### config.mk
export PLATFORM = sky130hd
export DESIGN_NAME = sme_alu_ctrl
export DESIGN_NICKNAME = d
export VERILOG_FILES = /design/src/rtl/sme_alu_ctrl.sv
export SDC_FILE = /design/constraint.sdc
export NUM_CORES = 1
export LEC_CHECK = 0
export BUFFER_PORTS_ARGS = -buffer_cell sky130_fd_sc_hd__buf_2
export CAP_MARGIN = 20
export CORE_AREA = 2 2 315 317
export DETAILED_ROUTE_END_ITERATION = 16
export DIE_AREA = 0 0 317 319
export GPL_ROUTABILITY_DRIVEN = 0
export GPL_TIMING_DRIVEN = 0
export PLACE_DENSITY = 0.36
export SYNTH_ARGS = -nofsm -noshare
export SYNTH_HDL_FRONTEND = slang
export SYNTH_SLANG_ARGS = --single-unit
### constraint.sdc
create_clock -name g_clk -period 12.4 [get_ports g_clk]
set_input_delay 0 -clock g_clk [delete_from_list [all_inputs] [get_ports g_clk]]
set_output_delay 0 -clock g_clk [all_outputs]
set_load 0.1 [all_outputs]
### src/rtl/sme_alu_ctrl.sv
`default_nettype none
// +--------------------------------------------------------------------------+
// | Module      : sme_alu_ctrl                                               |
// | Description : Sequencing controller for the SME masked ALU. Accepts one  |
// |               masked instruction from issue, latches opcode, shift       |
// |               amount and operand shares, optionally waits for an RNG     |
// |               refresh (non-linear ops), drives the ALU op strobes until  |
// |               the ALU is ready, and holds the result shares on a         |
// |               valid/ready response port. Also owns ALU flush and a hang  |
// |               watchdog.                                                  |
// | Option      : SME_ALU_CTRL_RNG_REFRESH_EN - when defined, non-linear ops |
// |               pass through an RNG refresh wait before execution.         |
// | Ports       : g_clk, g_reset (async, active-high)                        |
// |               flush                       - abort current operation      |
// |               req_valid/req_ready/req_op/req_shamt/req_rs1/req_rs2       |
// |                                           - dispatch request             |
// |               rng_req/rng_valid           - RNG refresh handshake        |
// |               alu_valid/alu_ready/alu_flush/alu_shamt/alu_op_*/          |
// |               alu_rs1/alu_rs2/alu_rd      - ALU control and data         |
// |               rsp_valid/rsp_ready/rsp_err/rsp_rd - response port         |
// | Revision    : 1.0 - initial release                                      |
// +--------------------------------------------------------------------------+
module sme_alu_ctrl #(
    parameter int XLEN = 32,
    parameter int SMAX = 4,
    parameter int WDOG = 15
) (
    input  logic                   g_clk,
    input  logic                   g_reset,
    input  logic                   flush,
    input  logic                   req_valid,
    output logic                   req_ready,
    input  logic [3:0]             req_op,
    input  logic [4:0]             req_shamt,
    input  logic [XLEN*SMAX-1:0]   req_rs1,
    input  logic [XLEN*SMAX-1:0]   req_rs2,
    output logic                   rng_req,
    input  logic                   rng_valid,
    output logic                   alu_valid,
    input  logic                   alu_ready,
    output logic                   alu_flush,
    output logic [4:0]             alu_shamt,
    output logic                   alu_op_xor,
    output logic                   alu_op_and,
    output logic                   alu_op_or,
    output logic                   alu_op_notrs2,
    output logic                   alu_op_shift,
    output logic                   alu_op_rotate,
    output logic                   alu_op_left,
    output logic                   alu_op_right,
    output logic                   alu_op_add,
    output logic                   alu_op_sub,
    output logic                   alu_op_mask,
    output logic                   alu_op_unmask,
    output logic                   alu_op_remask,
    output logic [XLEN*SMAX-1:0]   alu_rs1,
    output logic [XLEN*SMAX-1:0]   alu_rs2,
    input  logic [XLEN*SMAX-1:0]   alu_rd,
    output logic                   rsp_valid,
    input  logic                   rsp_ready,
    output logic                   rsp_err,
    output logic [XLEN*SMAX-1:0]   rsp_rd
);

    localparam int c_w = XLEN * SMAX;

    localparam logic [1:0] c_st_idle = 2'd0;
    localparam logic [1:0] c_st_rng  = 2'd1;
    localparam logic [1:0] c_st_exec = 2'd2;
    localparam logic [1:0] c_st_hold = 2'd3;

    localparam logic [3:0] c_op_xor    = 4'd0;
    localparam logic [3:0] c_op_xnor   = 4'd1;
    localparam logic [3:0] c_op_and    = 4'd2;
    localparam logic [3:0] c_op_andn   = 4'd3;
    localparam logic [3:0] c_op_or     = 4'd4;
    localparam logic [3:0] c_op_orn    = 4'd5;
    localparam logic [3:0] c_op_sll    = 4'd6;
    localparam logic [3:0] c_op_srl    = 4'd7;
    localparam logic [3:0] c_op_ror    = 4'd8;
    localparam logic [3:0] c_op_rol    = 4'd9;
    localparam logic [3:0] c_op_add    = 4'd10;
    localparam logic [3:0] c_op_sub    = 4'd11;
    localparam logic [3:0] c_op_mask   = 4'd12;
    localparam logic [3:0] c_op_unmask = 4'd13;
    localparam logic [3:0] c_op_remask = 4'd14;
    localparam logic [3:0] c_op_ill    = 4'd15;

    // Last count value that still allows another EXEC cycle; reaching WDOG
    // on the following increment aborts the operation.
    localparam logic [3:0] c_wdog_last = 4'(WDOG - 1);

`ifdef SME_ALU_CTRL_RNG_REFRESH_EN
    localparam bit c_rng_en = 1'b1;
`else
    localparam bit c_rng_en = 1'b0;
`endif

    logic [1:0]     r_state;
    logic [1:0]     w_state_nxt;
    logic [3:0]     r_op;
    logic [4:0]     r_shamt;
    logic [c_w-1:0] r_rs1;
    logic [c_w-1:0] r_rs2;
    logic [3:0]     r_wdog_cnt;
    logic [c_w-1:0] r_rsp_rd;
    logic           r_rsp_err;
    logic           r_alu_flush;

    logic           w_accept;
    logic           w_exec_done;
    logic           w_wdog_expire;
    logic           w_req_nonlinear;

    // Operations whose masked implementation consumes fresh randomness.
    assign w_req_nonlinear = (req_op == c_op_and)  || (req_op == c_op_andn) ||
                             (req_op == c_op_or)   || (req_op == c_op_orn)  ||
                             (req_op == c_op_add)  || (req_op == c_op_sub)  ||
                             (req_op == c_op_mask) || (req_op == c_op_remask);

    // ------------------------------------------------------------------
    // State register
    // ------------------------------------------------------------------
    always_ff @(posedge g_clk or posedge g_reset) begin
        if (g_reset) begin
            r_state <= c_st_idle;
        end else begin
            r_state <= w_state_nxt;
        end
    end

    // ------------------------------------------------------------------
    // Next state and state-decoded outputs
    // ------------------------------------------------------------------
    always_comb begin
        w_state_nxt   = r_state;
        w_accept      = 1'b0;
        w_exec_done   = 1'b0;
        w_wdog_expire = 1'b0;
        req_ready     = 1'b0;
        rng_req       = 1'b0;
        alu_valid     = 1'b0;
        rsp_valid     = 1'b0;
        alu_op_xor    = 1'b0;
        alu_op_and    = 1'b0;
        alu_op_or     = 1'b0;
        alu_op_notrs2 = 1'b0;
        alu_op_shift  = 1'b0;
        alu_op_rotate = 1'b0;
        alu_op_left   = 1'b0;
        alu_op_right  = 1'b0;
        alu_op_add    = 1'b0;
        alu_op_sub    = 1'b0;
        alu_op_mask   = 1'b0;
        alu_op_unmask = 1'b0;
        alu_op_remask = 1'b0;

        case (r_state)
            c_st_idle: begin
                req_ready = ~flush;
                if (req_valid) begin
                    w_accept = 1'b1;
                    if (req_op == c_op_ill) begin
                        w_state_nxt = c_st_hold;
                    end else if (c_rng_en && w_req_nonlinear) begin
                        w_state_nxt = c_st_rng;
                    end else begin
                        w_state_nxt = c_st_exec;
                    end
                end
            end
            c_st_rng: begin
                rng_req = c_rng_en;
                if (rng_valid) begin
                    w_state_nxt = c_st_exec;
                end
            end
            c_st_exec: begin
                alu_valid = 1'b1;
                case (r_op)
                    c_op_xor:    alu_op_xor = 1'b1;
                    c_op_xnor:   begin alu_op_xor = 1'b1; alu_op_notrs2 = 1'b1; end
                    c_op_and:    alu_op_and = 1'b1;
                    c_op_andn:   begin alu_op_and = 1'b1; alu_op_notrs2 = 1'b1; end
                    c_op_or:     alu_op_or = 1'b1;
                    c_op_orn:    begin alu_op_or = 1'b1; alu_op_notrs2 = 1'b1; end
                    c_op_sll:    begin alu_op_shift = 1'b1; alu_op_left = 1'b1; end
                    c_op_srl:    begin alu_op_shift = 1'b1; alu_op_right = 1'b1; end
                    c_op_ror:    begin alu_op_rotate = 1'b1; alu_op_right = 1'b1; end
                    c_op_rol:    begin alu_op_rotate = 1'b1; alu_op_left = 1'b1; end
                    c_op_add:    alu_op_add = 1'b1;
                    c_op_sub:    alu_op_sub = 1'b1;
                    c_op_mask:   alu_op_mask = 1'b1;
                    c_op_unmask: alu_op_unmask = 1'b1;
                    c_op_remask: alu_op_remask = 1'b1;
                    default:     ;
                endcase
                // A ready ALU wins over a watchdog that would expire in the
                // same cycle: the result is valid, so keep it.
                if (alu_ready) begin
                    w_exec_done = 1'b1;
                    w_state_nxt = c_st_hold;
                end else if (r_wdog_cnt == c_wdog_last) begin
                    w_wdog_expire = 1'b1;
                    w_state_nxt   = c_st_hold;
                end
            end
            c_st_hold: begin
                rsp_valid = 1'b1;
                if (rsp_ready) begin
                    w_state_nxt = c_st_idle;
                end
            end
            default: w_state_nxt = c_st_idle;
        endcase

        // Flush overrides every handshake seen in the same cycle.
        if (flush) begin
            w_state_nxt   = c_st_idle;
            w_accept      = 1'b0;
            w_exec_done   = 1'b0;
            w_wdog_expire = 1'b0;
        end
    end

    // ------------------------------------------------------------------
    // Request latches, response capture, watchdog and flush pulse
    // ------------------------------------------------------------------
    always_ff @(posedge g_clk or posedge g_reset) begin
        if (g_reset) begin
            r_op        <= 4'd0;
            r_shamt     <= 5'd0;
            r_rs1       <= '0;
            r_rs2       <= '0;
            r_wdog_cnt  <= 4'd0;
            r_rsp_rd    <= '0;
            r_rsp_err   <= 1'b0;
            r_alu_flush <= 1'b0;
        end else begin
            if (w_accept) begin
                r_op    <= req_op;
                r_shamt <= req_shamt;
                r_rs1   <= req_rs1;
                r_rs2   <= req_rs2;
            end

            // Response fields only move on entry to HOLD so that a held
            // response stays stable until it is consumed.
            if (w_accept && (req_op == c_op_ill)) begin
                r_rsp_rd  <= '0;
                r_rsp_err <= 1'b1;
            end else if (w_exec_done) begin
                r_rsp_rd  <= alu_rd;
                r_rsp_err <= 1'b0;
            end else if (w_wdog_expire) begin
                r_rsp_rd  <= '0;
                r_rsp_err <= 1'b1;
            end

            if ((w_state_nxt == c_st_exec) && (r_state != c_st_exec)) begin
                r_wdog_cnt <= 4'd0;
            end else if ((r_state == c_st_exec) && !alu_ready) begin
                r_wdog_cnt <= r_wdog_cnt + 4'd1;
            end

            r_alu_flush <= flush | w_wdog_expire;
        end
    end

    assign alu_flush = r_alu_flush;
    assign alu_shamt = r_shamt;
    assign alu_rs1   = r_rs1;
    assign alu_rs2   = r_rs2;
    assign rsp_rd    = r_rsp_rd;
    assign rsp_err   = r_rsp_err;

endmodule
`default_nettype wire

### After elaboration in Yosys (flattened, before gate mapping)

Index checks and enable logic that the tools add are counted.

* bits of input ports: 400
* output and inout bits: 408
* logic and storage cells: 104
* register bits: 401

* muxes and demuxes: 55
* reduce and logical (&&, ||, !) cells: 16
* add/sub/neg operators: 1
* bitwise logic cells: 2
* eq/ne operators: 21

Operators with widths (number)
* $mux 128: 3
* $mux 1: 43
* $eq 4x4->1 const B: 9
* $eq 4x3->1 const B: 4
* $reduce_or 2->1: 7
* $mux 2: 6
* $eq 4x2->1 const B: 2
* $mux 4: 2
* $pmux 2 s4: 1
* $eq 2x2->1 const B: 3
* $add 4x1->4 const B: 1
* $eq 4x1->1 const B: 1
* $logic_not 4->1: 1
* $logic_and 1x1->1: 3
* $reduce_bool 3->1: 1
* $reduce_or 3->1: 1
* $eq 2x1->1 const B: 1
* $logic_not 2->1: 1
* $ne 2x2->1 const B: 1
* $reduce_bool 2->1: 1
* $logic_not 1->1: 1
* $not 1->1: 1
* $or 1x1->1: 1

### Longest topological paths before layout

Gate-level depths: netlist (run 1).

* word-level depth: 8
* mapped depth: 8
* depth with buffers taken out: 6

### Least setup slack after synthesis (run 1)

OpenSTA, ideal clock, no wires.

* kind: reg2out
* start: register r_state[0]
* end: output alu_op_unmask
* buffers on the path: 1
* cell stages (with the launch flop): 6
* data required time: 12400 ps
* arrival: 3751 ps
* setup slack: 8649 ps
* cells stage by stage: dfrtp_1 -> buf_6 -> nand2b_4 -> inv_1 -> nand3_1 -> nor3b_1

* longest elaborated chain between the ends: 2

RTL lines
* start: declaration: RTL line 99 `logic [1:0] r_state;`
* start signal: assignment: RTL line 126 `r_state <= c_st_idle;`
* start signal: assignment: RTL line 128 `r_state <= w_state_nxt;`
* $eq 2x2->1: RTL line 158 `case (r_state)`
* $mux 1: RTL line 158
* end: declaration: RTL line 54 `output logic alu_op_unmask,`

Every way passes these cells.

### Worst setup path after layout (run 1)

* start: register r_op[2]
* end: output alu_op_left

* longest elaborated chain between the ends: 4
* elaborated cells on any way between the ends: 5
* classes of those cells: 2 x eq/ne; 2 x mux; 1 x reduce/logical

RTL lines
* start: declaration: RTL line 101 `logic [3:0] r_op;`
* start signal: assignment: RTL line 241 `r_op <= req_op;`
* $eq 4x4->1 / $eq 4x3->1 (equally long branches): RTL line 180 `case (r_op)`
* $reduce_or 2->1 (no line) (*)
* $mux 1 (*): RTL line 180
* $mux 1 (*): RTL line 158
* end: declaration: RTL line 49 `output logic alu_op_left,`

Mark *: on every way between the ends. The rest lies on a longest branch, timed or not.

==> metrics.md, run 1 <==
| Metric | Value |
|---|---|
| PwrDens | `264 nW/µm²` |
| Peak VDD IR | `168 µV` |
| Vias per cell | `3.66` |
| H-Tree Depth | `2` |
| Adder-cell share of the synthesized area | `0.166%` |
| CP max FO | `10` |
| Overall Power | `7.02 mW` |
| Tcrit/Tclk final | `21.5%` |
| Worst-path cell chain | `clkbuf_1 > nand2b_1 > or3b_2 > a21oi_1 > buf_2` |
| Fraction of layout cells with a size suffix above 1 | `51.5%` |
| Final std cells w/o fill | `3,522` |
| CTS tree | `done` |
| Placed Instance Area | `20,800 µm²` |
| Final ANT Viol Nets | `0` |
| Site row count | `115` |
| CTS buffer count | `50` |
| Endpoints failing setup | `0` |
| Setup slack, reg-to-reg | `10.10 ns` |
| Avg WL per Cell | `17.0 µm` |
| Vias in the first global route | `14,300` |
| Synth warnings | `0` |
| Post_cts resized | `0` |
| Reg clk slew, reported paths | `0.06 ns` |
| Clk_lat worst skew | `0.61 ns` |
| All-Layer GR Usage | `11.3%` |
| Via Count | `12,900` |
| WP data required | `12.40 ns` |
| Worst Setup Start Kind | `flip-flop` |
| Worst reg-to-reg path cell count | `5` |
| Hold Path Origin | `alu_rd[19]` |
| Fin area | `26,600 µm²` |
| Hold Crit Endpoint | `rsp_rd[19]$_DFFE_PP0P_` |
| Area Overhead vs Synth | `76.0%` |
| R2R Path End | `rsp_rd[98]$_DFFE_PP0P_` |
| Clock Path Buffers | `3` |
| Port bufs | `806` |
| Average cell area after synthesis | `16.2 µm²` |
| Sequential-to-total area share from yosys stat | `66.4%` |
| Initial antenna violation count | `1` |
| Starting Density | `15.5%` |
| Final Skew | `0.0170 ns` |
| Reg2reg start | `r_state[0]$_DFF_PP0_` |
| Post-synthesis mux area share | `19.8%` |
| Post-Synthesis Cells | `932` |
| Initial DRC Count | `450` |
| Least-Margin Pin Slew | `1.04 ns` |
| Io pins | `808` |
| GR Overflow Total | `0` |
| WP buf/inv | `2` |
| Die area | `101,000 µm²` |
| Cells after DPL | `3,028` |
| Synthesized area | `15,100 µm²` |
| Die Wd | `317 µm` |
| CP endpoint kind | `output port` |
| Top delay family on crit path | `simple AND/OR/NAND/NOR gates` |
| HPWL Detailed | `45.5 mm` |
| DRC | `0` |
| CTS sink cnt | `401` |
| Max incr delay on CP | `0.50 ns` |
| WHS | `0.148 ns` |
| Routed WL | `59.8 mm` |
| Leakage | `12.8 nW` |
| Root buf cell | `clkbuf_16` |
| Largest family of logic cells by synthesized area | `multiplexers` |
| Drt pass-1 iters | `4` |
| Mapped Nets | `1,334` |
| Maximum capacitance violations | `0` |
| Post-synthesis xor/xnor area fraction | `0.0580%` |
| Worst hold path class | `in -> reg` |
| Nets | `2,597` |
| Core Footprint | `97,700 µm²` |
| Arrival time worst endpoint | `2.67 ns` |
| Largest net degree at the start of global routing | `123` |
| Worst Setup SP | `r_op[2]$_DFFE_PP0P_` |
| Seq cells post-synth | `401` |
| Setup tns final | `0 ns` |
| Highest clock rate | `374 MHz` |
| Synth Area in Compound Gates | `8.14%` |
| RSZ-0062 raised after global routing | `no` |
| Hold depth | `3` |
| Die Y | `319 µm` |
| Critical setup path kind | `reg -> out` |
| Status | `completed` |
| Ant diodes | `0` |
| Synth Area in Simple Gates | `2.04%` |
| Final Hold Viols | `0` |
| Final min period | `2.67 ns` |
| Slew Limit Fails | `0` |
| Netlist cell types | `37` |
| Slowest stage cell on the critical path | `buf_2` |
| Relative slew slack | `30.3%` |
| First-pass GRT wire length | `87.5 mm` |
==> power breakdown <==
group | total, mW | internal, mW | leakage, nW | switching [mW]
clock network | 1.51 | 0.927 | 0.852 | 0.588
logic | 3.65 | 0.631 | 7.08 | 3.02
registers | 1.85 | 1.66 | 4.84 | 0.190
==> through the flow <==
step	utilization [%]	setup slack, ns
floorplan	-	1.25
global placement	21.2	-3.97
detailed placement	21.3	10.08
CTS	27.2	9.66
global route	27.2	9.59
finish	27.2	9.73
==> cells in the mapped netlist <==
library cell / instances / area (µm²)
nand2_1: 10 / 37.5
mux2_1: 71 / 800
o211ai_1: 1 / 7.51
nand4b_1: 1 / 8.76
or3_1: 2 / 12.5
o221ai_1: 1 / 8.76
buf_2: 28 / 140
and2_1: 2 / 12.5
clkbuf_1: 5 / 18.8
buf_4: 1 / 7.51
a2111oi_4: 1 / 27.5
a211oi_1: 1 / 7.51
or2_2: 2 / 12.5
mux2_2: 194 / 2180
o21ai_0: 1 / 5.00
nor2_1: 7 / 26.3
a21oi_1: 4 / 20.0
conb_1: 1 / 3.75
buf_6: 29 / 327
o21bai_1: 1 / 7.51
nand2b_4: 2 / 27.5
nand2b_1: 3 / 18.8
ha_1: 2 / 25.0
nor3_1: 8 / 40.0
xor2_1: 1 / 8.76
inv_1: 5 / 18.8
dfrtp_1: 401 / 10000
nor2b_1: 1 / 6.26
nor3_4: 1 / 16.3
or3b_2: 3 / 26.3
nand3_1: 4 / 20.0
a31oi_1: 1 / 6.26
nor3b_1: 4 / 30.0
o22ai_1: 3 / 18.8
a22o_1: 128 / 1120
and3_1: 1 / 6.26
nand4_1: 1 / 6.26
==> layer usage <==
metal / vias up / share of wire (%) / global-route usage (%)
met3: 110 / 7.4 / 3.21
met1: 6308 / 38 / 12.3
met2: 530 / 51 / 20.6
met4: 2 / 3.6 / 4.29
met5: - / 0.020 / 0
li1: 5944 / - / -
==> what timing repair did <==
item,in CTS,in global routing
buffers inserted,0,0
endpoints found under the hold margin,524,0
hold buffers,402,0
endpoints found under the setup margin,0,0
==> tightest hold or removal path, delay by kind of cell <==
kind	cells	cell delay, ns
AO/OA/AOI/OAI	1	0.11
buffers and inverters	2	0.60
==> registers in the layout, summed over array words and instances (netlist names) <==
name,count
rsp_rd,128
r_wdog_cnt,4
alu_shamt,5
alu_flush,1
alu_rs2,128
alu_rs1,128
rsp_err,1
r_state,2
r_op,4
==> placed cells by master, fill, tap and decap left out, types with 4 or more instances in the layout <==
master,synthesis,routed
buf_2,28,834
dlygate4sd3_1,0,402
dfrtp_1,401,401
mux2_2,194,194
a22o_1,128,128
mux2_1,71,71
clkbuf_16,0,51
buf_6,29,29
clkbuf_1,5,17
clkbuf_8,0,15
nand2_1,10,10
nor3_1,8,8
clkinv_2,0,8
nor2_1,7,7
inv_1,5,4
nor3b_1,4,4
nand3_1,4,4
a21oi_1,4,4
bufinv_16,0,4
==> kinds of logic (layout without fill, tap and decap cells) <==
kind of cell / after synthesis / in the layout
flip-flops: 401 / 401
adder cells (fa/ha/maj): 2 / 2
XOR/XNOR: 1 / 1
multiplexers: 265 / 265
AND/OR/NAND/NOR: 52 / 52
buffers and inverters: 68 / 1371
AO/OA/AOI/OAI: 142 / 142
other: 1 / 1
==> worst max path at each step <==
stage | cells past startpoint | to
final | 5 | alu_op_left
after global routing | 5 | alu_op_left
after CTS | 5 | alu_op_left
after detailed placement | 5 | rsp_rd[99]$_DFFE_PP0P_
after global placement | 2 | alu_rs1[114]$_DFFE_PP0P_
after floorplan | 1 | alu_flush$_DFF_PP0_
==> layout make-up <==
type	count	area, µm²
Tap cell	1287	1610
Timing Repair Buffer	1211	8140
Inverter	5	26.3
Multi-Input combinational cell	463	4560
Buffer	63	493
Fill cell	10200	71100
Sequential cell	401	10000
Clock inverter	14	193
Clock buffer	78	1530
No activity file was read; power rests on OpenSTA's default activity.
==> inputs of run 2 (changes only) <==
==> config.mk (replaced) <==
export PLATFORM = sky130hd
export DESIGN_NAME = sme_alu_ctrl
export DESIGN_NICKNAME = d
export VERILOG_FILES = /design/src/rtl/sme_alu_ctrl.sv
export SDC_FILE = /design/constraint.sdc
export NUM_CORES = 1
export LEC_CHECK = 0
export ABC_AREA = 1
export BUFFER_PORTS_ARGS = -buffer_cell sky130_fd_sc_hd__buf_2
export CAP_MARGIN = 20
export CORE_AREA = 2 2 311 313
export DETAILED_ROUTE_END_ITERATION = 16
export DIE_AREA = 0 0 313 315
export GPL_ROUTABILITY_DRIVEN = 0
export GPL_TIMING_DRIVEN = 0
export PLACE_DENSITY = 0.39
export SYNTH_ARGS = -nofsm -noshare
export SYNTH_HDL_FRONTEND = slang
export SYNTH_SLANG_ARGS = --single-unit
==> constraint.sdc (replaced) <==
create_clock -name g_clk -period 2.3 [get_ports g_clk]
set_input_delay 0 -clock g_clk [delete_from_list [all_inputs] [get_ports g_clk]]
set_output_delay 0 -clock g_clk [all_outputs]
set_load 0.1 [all_outputs]
==> run 2 against run 1 <==
  * Die area shrank 2.5%
  * Worst hold slack worse by 0.0090 ns
  * Global-route usage grew 0.87 points
  * Power rose to 5.7 times the previous value
  * Cell area is 4.7% higher
  * Clock skew increased by 0.0081 ns
  * Sequential power rose to 5.5 times the previous value
==> metrics.md, run 2 <==
| Metric | Value |
|---|---|
| Ant diodes | `0 (unchanged)` |
| CTS tree | `done (unchanged)` |
| Final ANT Viol Nets | `0 (unchanged)` |
| Async SR Flop Fraction | `100% (unchanged)` |
| Multi-input logic area | `5000 µm² (was 4560 µm²)` |
| Tcrit/Tclk final | `92.3%` |
| Hold Path Origin | `alu_rd[50] (was alu_rd[19])` |
| Critical setup path kind | `reg -> reg (was reg -> out)` |
| Synthesized area | `16,000 µm² (was 15,100 µm²)` |
| Average cell area after synthesis | `13.3 µm² (was 16.2 µm²)` |
| Final min period | `2.12 ns` |
| Starting Density | `16.7% (was 15.5%)` |
| Worst Setup Start Kind | `flip-flop (unchanged)` |
| CTS sink cnt | `401 (unchanged)` |
| Initial DRC Count | `410 (was 450)` |
| Endpoints failing setup | `0 (unchanged)` |
| Switch share | `55.9% (was 54.2%)` |
| Routed WL | `61.9 mm (was 59.8 mm)` |
| Storage element area | `10,000 µm² (about the same)` |
| Final Skew | `0.0251 ns (was 0.0170 ns)` |
| Mapped Nets | `1,606 (was 1,334)` |
| Max incr delay on CP | `0.60 ns (was 0.50 ns)` |
| Cell-internal power | `17.6 mW (was 3.22 mW)` |
| Relative slew slack | `57.3% (was 30.3%)` |
| Avg WL per Cell | `16.3 µm (was 17.0 µm)` |
| Core Footprint | `95,700 µm² (was 97,700 µm²)` |
| Port bufs | `806 (unchanged)` |
| Status | `completed (unchanged)` |
| Peak VDD IR | `834 µV (was 168 µV)` |
| WP buf/inv | `3 (was 2)` |
| Fraction of layout cells with a size suffix above 1 | `53.4% (was 51.5%)` |
| Commonest non-fill, non-tap cell in the layout | `buf_2 (unchanged)` |
| Sequential-to-total area share from yosys stat | `62.8% (was 66.4%)` |
| Main synth FF type | `dfrtp_1 (unchanged)` |
| CP endpoint kind | `flip-flop (was output port)` |
| Least-Margin Pin Slew | `0.645 ns (was 1.04 ns)` |
| Reg2reg start | `r_state[1]$_DFF_PP0_ (was r_state[0]$_DFF_PP0_)` |
| EDFF count, synth | `0 (unchanged)` |
| Arrival time worst endpoint | `2.60 ns (was 2.67 ns)` |
| Area Overhead vs Synth | `74.3% (was 76.0%)` |
| Comb pwr share | `54.3% (was 52.1%)` |
| Io pins | `808 (unchanged)` |
| Slowest stage cell on the critical path | `dlygate4sd3_1 (was buf_2)` |
| Worst-path cell chain | `inv_2 > nand2_1 > o21ai_0 > dlygate4sd3_1 > nor2_1 > dlygate4sd3_1 (was clkbuf_1 > nand2b_1 > or3b_2 > a21oi_1 > buf_2)` |
| Post-place setup slack | `0.0872 ns (was 10.08 ns)` |
| Clock Path Buffers | `3 (unchanged)` |
| Root buf cell | `clkbuf_16 (unchanged)` |
| Worst hold path class | `in -> reg (unchanged)` |
| Maximum capacitance violations | `0 (unchanged)` |
| Post-Synthesis Cells | `1,204 (was 932)` |
| Most common cell on crit path | `dlygate4sd3_1` |
| Fin area | `27,800 µm² (was 26,600 µm²)` |
| Slew Limit Fails | `0 (unchanged)` |
| CTS buffer count | `51 (was 50)` |
| Seq cells post-synth | `401 (unchanged)` |
| Site row count | `114 (was 115)` |
| Placed Instance Area | `21,900 µm² (was 20,800 µm²)` |
| Clk network pwr share | `20.1% (was 21.6%)` |
| Most numerous cell in the Yosys netlist | `dfrtp_1 (unchanged)` |
| Die area | `98,600 µm² (was 101,000 µm²)` |
| DRC | `0 (unchanged)` |
| Vias in the first global route | `15,500 (was 14,300)` |
| WP data required | `2.78 ns (was 12.40 ns)` |
| H-Tree Depth | `2 (unchanged)` |
| Final setup margin | `0.177 ns (was 9.73 ns)` |
| CP max FO | `5 (was 10)` |
| Reg power frac | `25.6% (was 26.3%)` |
| Commonest cells after routing, fill and taps aside | `buf_2 (833), dlygate4sd3_1 (411), dfrtp_1 (400) (was buf_2 (834), dlygate4sd3_1 (402), dfrtp_1 (401))` |
| Clk_lat worst skew | `0.62 ns (was 0.61 ns)` |
| Nets | `2,893 (was 2,597)` |
| Final Hold Viols | `0 (unchanged)` |
| Netlist cell types | `29 (was 37)` |
| Synth warnings | `0 (unchanged)` |
| Initial antenna violation count | `1 (unchanged)` |
| Leakage | `13.4 nW (was 12.8 nW)` |
| Yosys top cell area share | `62.8% (was 66.4%)` |
| Largest net degree at the start of global routing | `41 (was 123)` |
| Die Y | `315 µm (was 319 µm)` |
| Post-synth top cells | `dfrtp_1 (401), mux2_2 (261), nand2_1 (148) (was dfrtp_1 (401), mux2_2 (194), a22o_1 (128))` |
| Reg clk slew, reported paths | `0.06 ns (about the same)` |
| GR Overflow Total | `0 (unchanged)` |
| All-Layer GR Usage | `12.2% (was 11.3%)` |
| Die Wd | `313 µm (was 317 µm)` |
| Fill count | `10,100 (was 10,200)` |
| Highest clock rate | `471 MHz` |
| RSZ-0062 raised after global routing | `no (unchanged)` |
| NetSw | `22.4 mW (was 3.80 mW)` |
| HPWL Detailed | `48.1 mm (was 45.5 mm)` |
| Synth area leader | `dfrtp_1 (unchanged)` |
| Synth area leaders | `dfrtp_1 (63%), mux2_2 (18%), o21ai_2 (5.5%), nand2_1 (3.5%), inv_1 (3.4%) (was dfrtp_1 (66%), mux2_2 (14%), a22o_1 (7.4%), mux2_1 (5.3%), buf_6 (2.2%))` |
| Drt pass-1 iters | `6 (was 4)` |
| Vias per cell | `3.63 (was 3.66)` |
| Overall Power | `40.0 mW (was 7.02 mW)` |
| Via Count | `13,800 (was 12,900)` |
| PwrDens | `1440 nW/µm² (was 264 nW/µm²)` |
| First-pass GRT wire length | `92.6 mm (was 87.5 mm)` |
| Worst Setup SP | `r_state[1]$_DFF_PP0_ (was r_op[2]$_DFFE_PP0P_)` |
| Top delay family on crit path | `buffers and inverters (was simple AND/OR/NAND/NOR gates)` |
[run 2: path summary, 6_finish.rpt]
path,endpoint,slack (ns),depth (start not counted)
min reg2reg,alu_rs2[54]$_DFFE_PP0P_,0.50,1
max reg2reg,r_state[1]$_DFF_PP0_,0.18,6
max,r_state[1]$_DFF_PP0_,0.18,6
min in group asynchronous,alu_rs1[76]$_DFFE_PP0P_,0.60,5
min,rsp_rd[50]$_DFFE_PP0P_,0.14,4
max in group asynchronous,rsp_rd[16]$_DFFE_PP0P_,0.33,9
[run 2: layout make-up]
class / count / area share [%]
Buffer: 58 / 1.76
Clock buffer: 78 / 5.53
Clock inverter: 15 / 0.522
Inverter: 147 / 2.02
Multi-Input combinational cell: 598 / 18.0
Sequential cell: 401 / 36.1
Tap cell: 1276 / 5.74
Timing Repair Buffer: 1234 / 30.4
[run 2: stage by stage]
stage | utilization (%) | hold WS [ns] | cells | setup TNS [ns]
2_1_floorplan | - | 0.115 | 1204 | -1243.16
3_3_place_gp | 22.7 | 0.208 | 3286 | -2351.81
3_5_place_dp | 22.9 | 0.109 | 3297 | 0
4_1_cts | 29.0 | 0.0668 | 3802 | 0
5_1_grt | 29.1 | 0.0955 | 3807 | 0
6_report | 29.1 | 0.139 | 3807 | 0
[run 2: tightest hold or removal path, delay by kind of cell]
kind	cells	cell delay, ns
and+or+nand+nor	1	0.05
buffers and inverters	2	0.61
AOI/OAI and AO/OA	1	0.05
[run 2: routing by layer]
metal	track usage (%)	part of all wire, %	wire (µm)
met4	4.38	3.1	1920
met5	0	0	0
met2	22.2	53	32700
met3	3.78	6.9	4270
met1	13.3	37	23000
[run 2: cell families (layout without fill, tap and decap cells)]
group | count (synthesis) | count (layout) | synth area share (%)
other cells | 1 | 1 | 0.0235
fa+ha+maj | 2 | 2 | 0.157
xor+xnor | 2 | 2 | 0.110
compound gates | 142 | 142 | 6.82
flops | 401 | 401 | 62.8
simple gates | 190 | 190 | 5.09
buf+inv | 205 | 1532 | 6.54
mux | 261 | 261 | 18.4
[run 2: timing repair]
action / CTS / global route
hold buffers: 412 / 0
hold endpoints to repair: 493 / 0
endpoints found under the setup margin: 8 / 12
buffers inserted: 0 / 5
resized for setup: 8 / 8
[run 2: power by group through the flow]
stage,Combinational (mW),Sequential [mW],Clock (mW)
detailed placement,21.3,10.3,0
global route,22.4,10.5,8.74
CTS,21.9,10.2,8.41
finish,21.7,10.2,8.05
global placement,21.2,10.3,0
floorplan,2.77,24.9,0
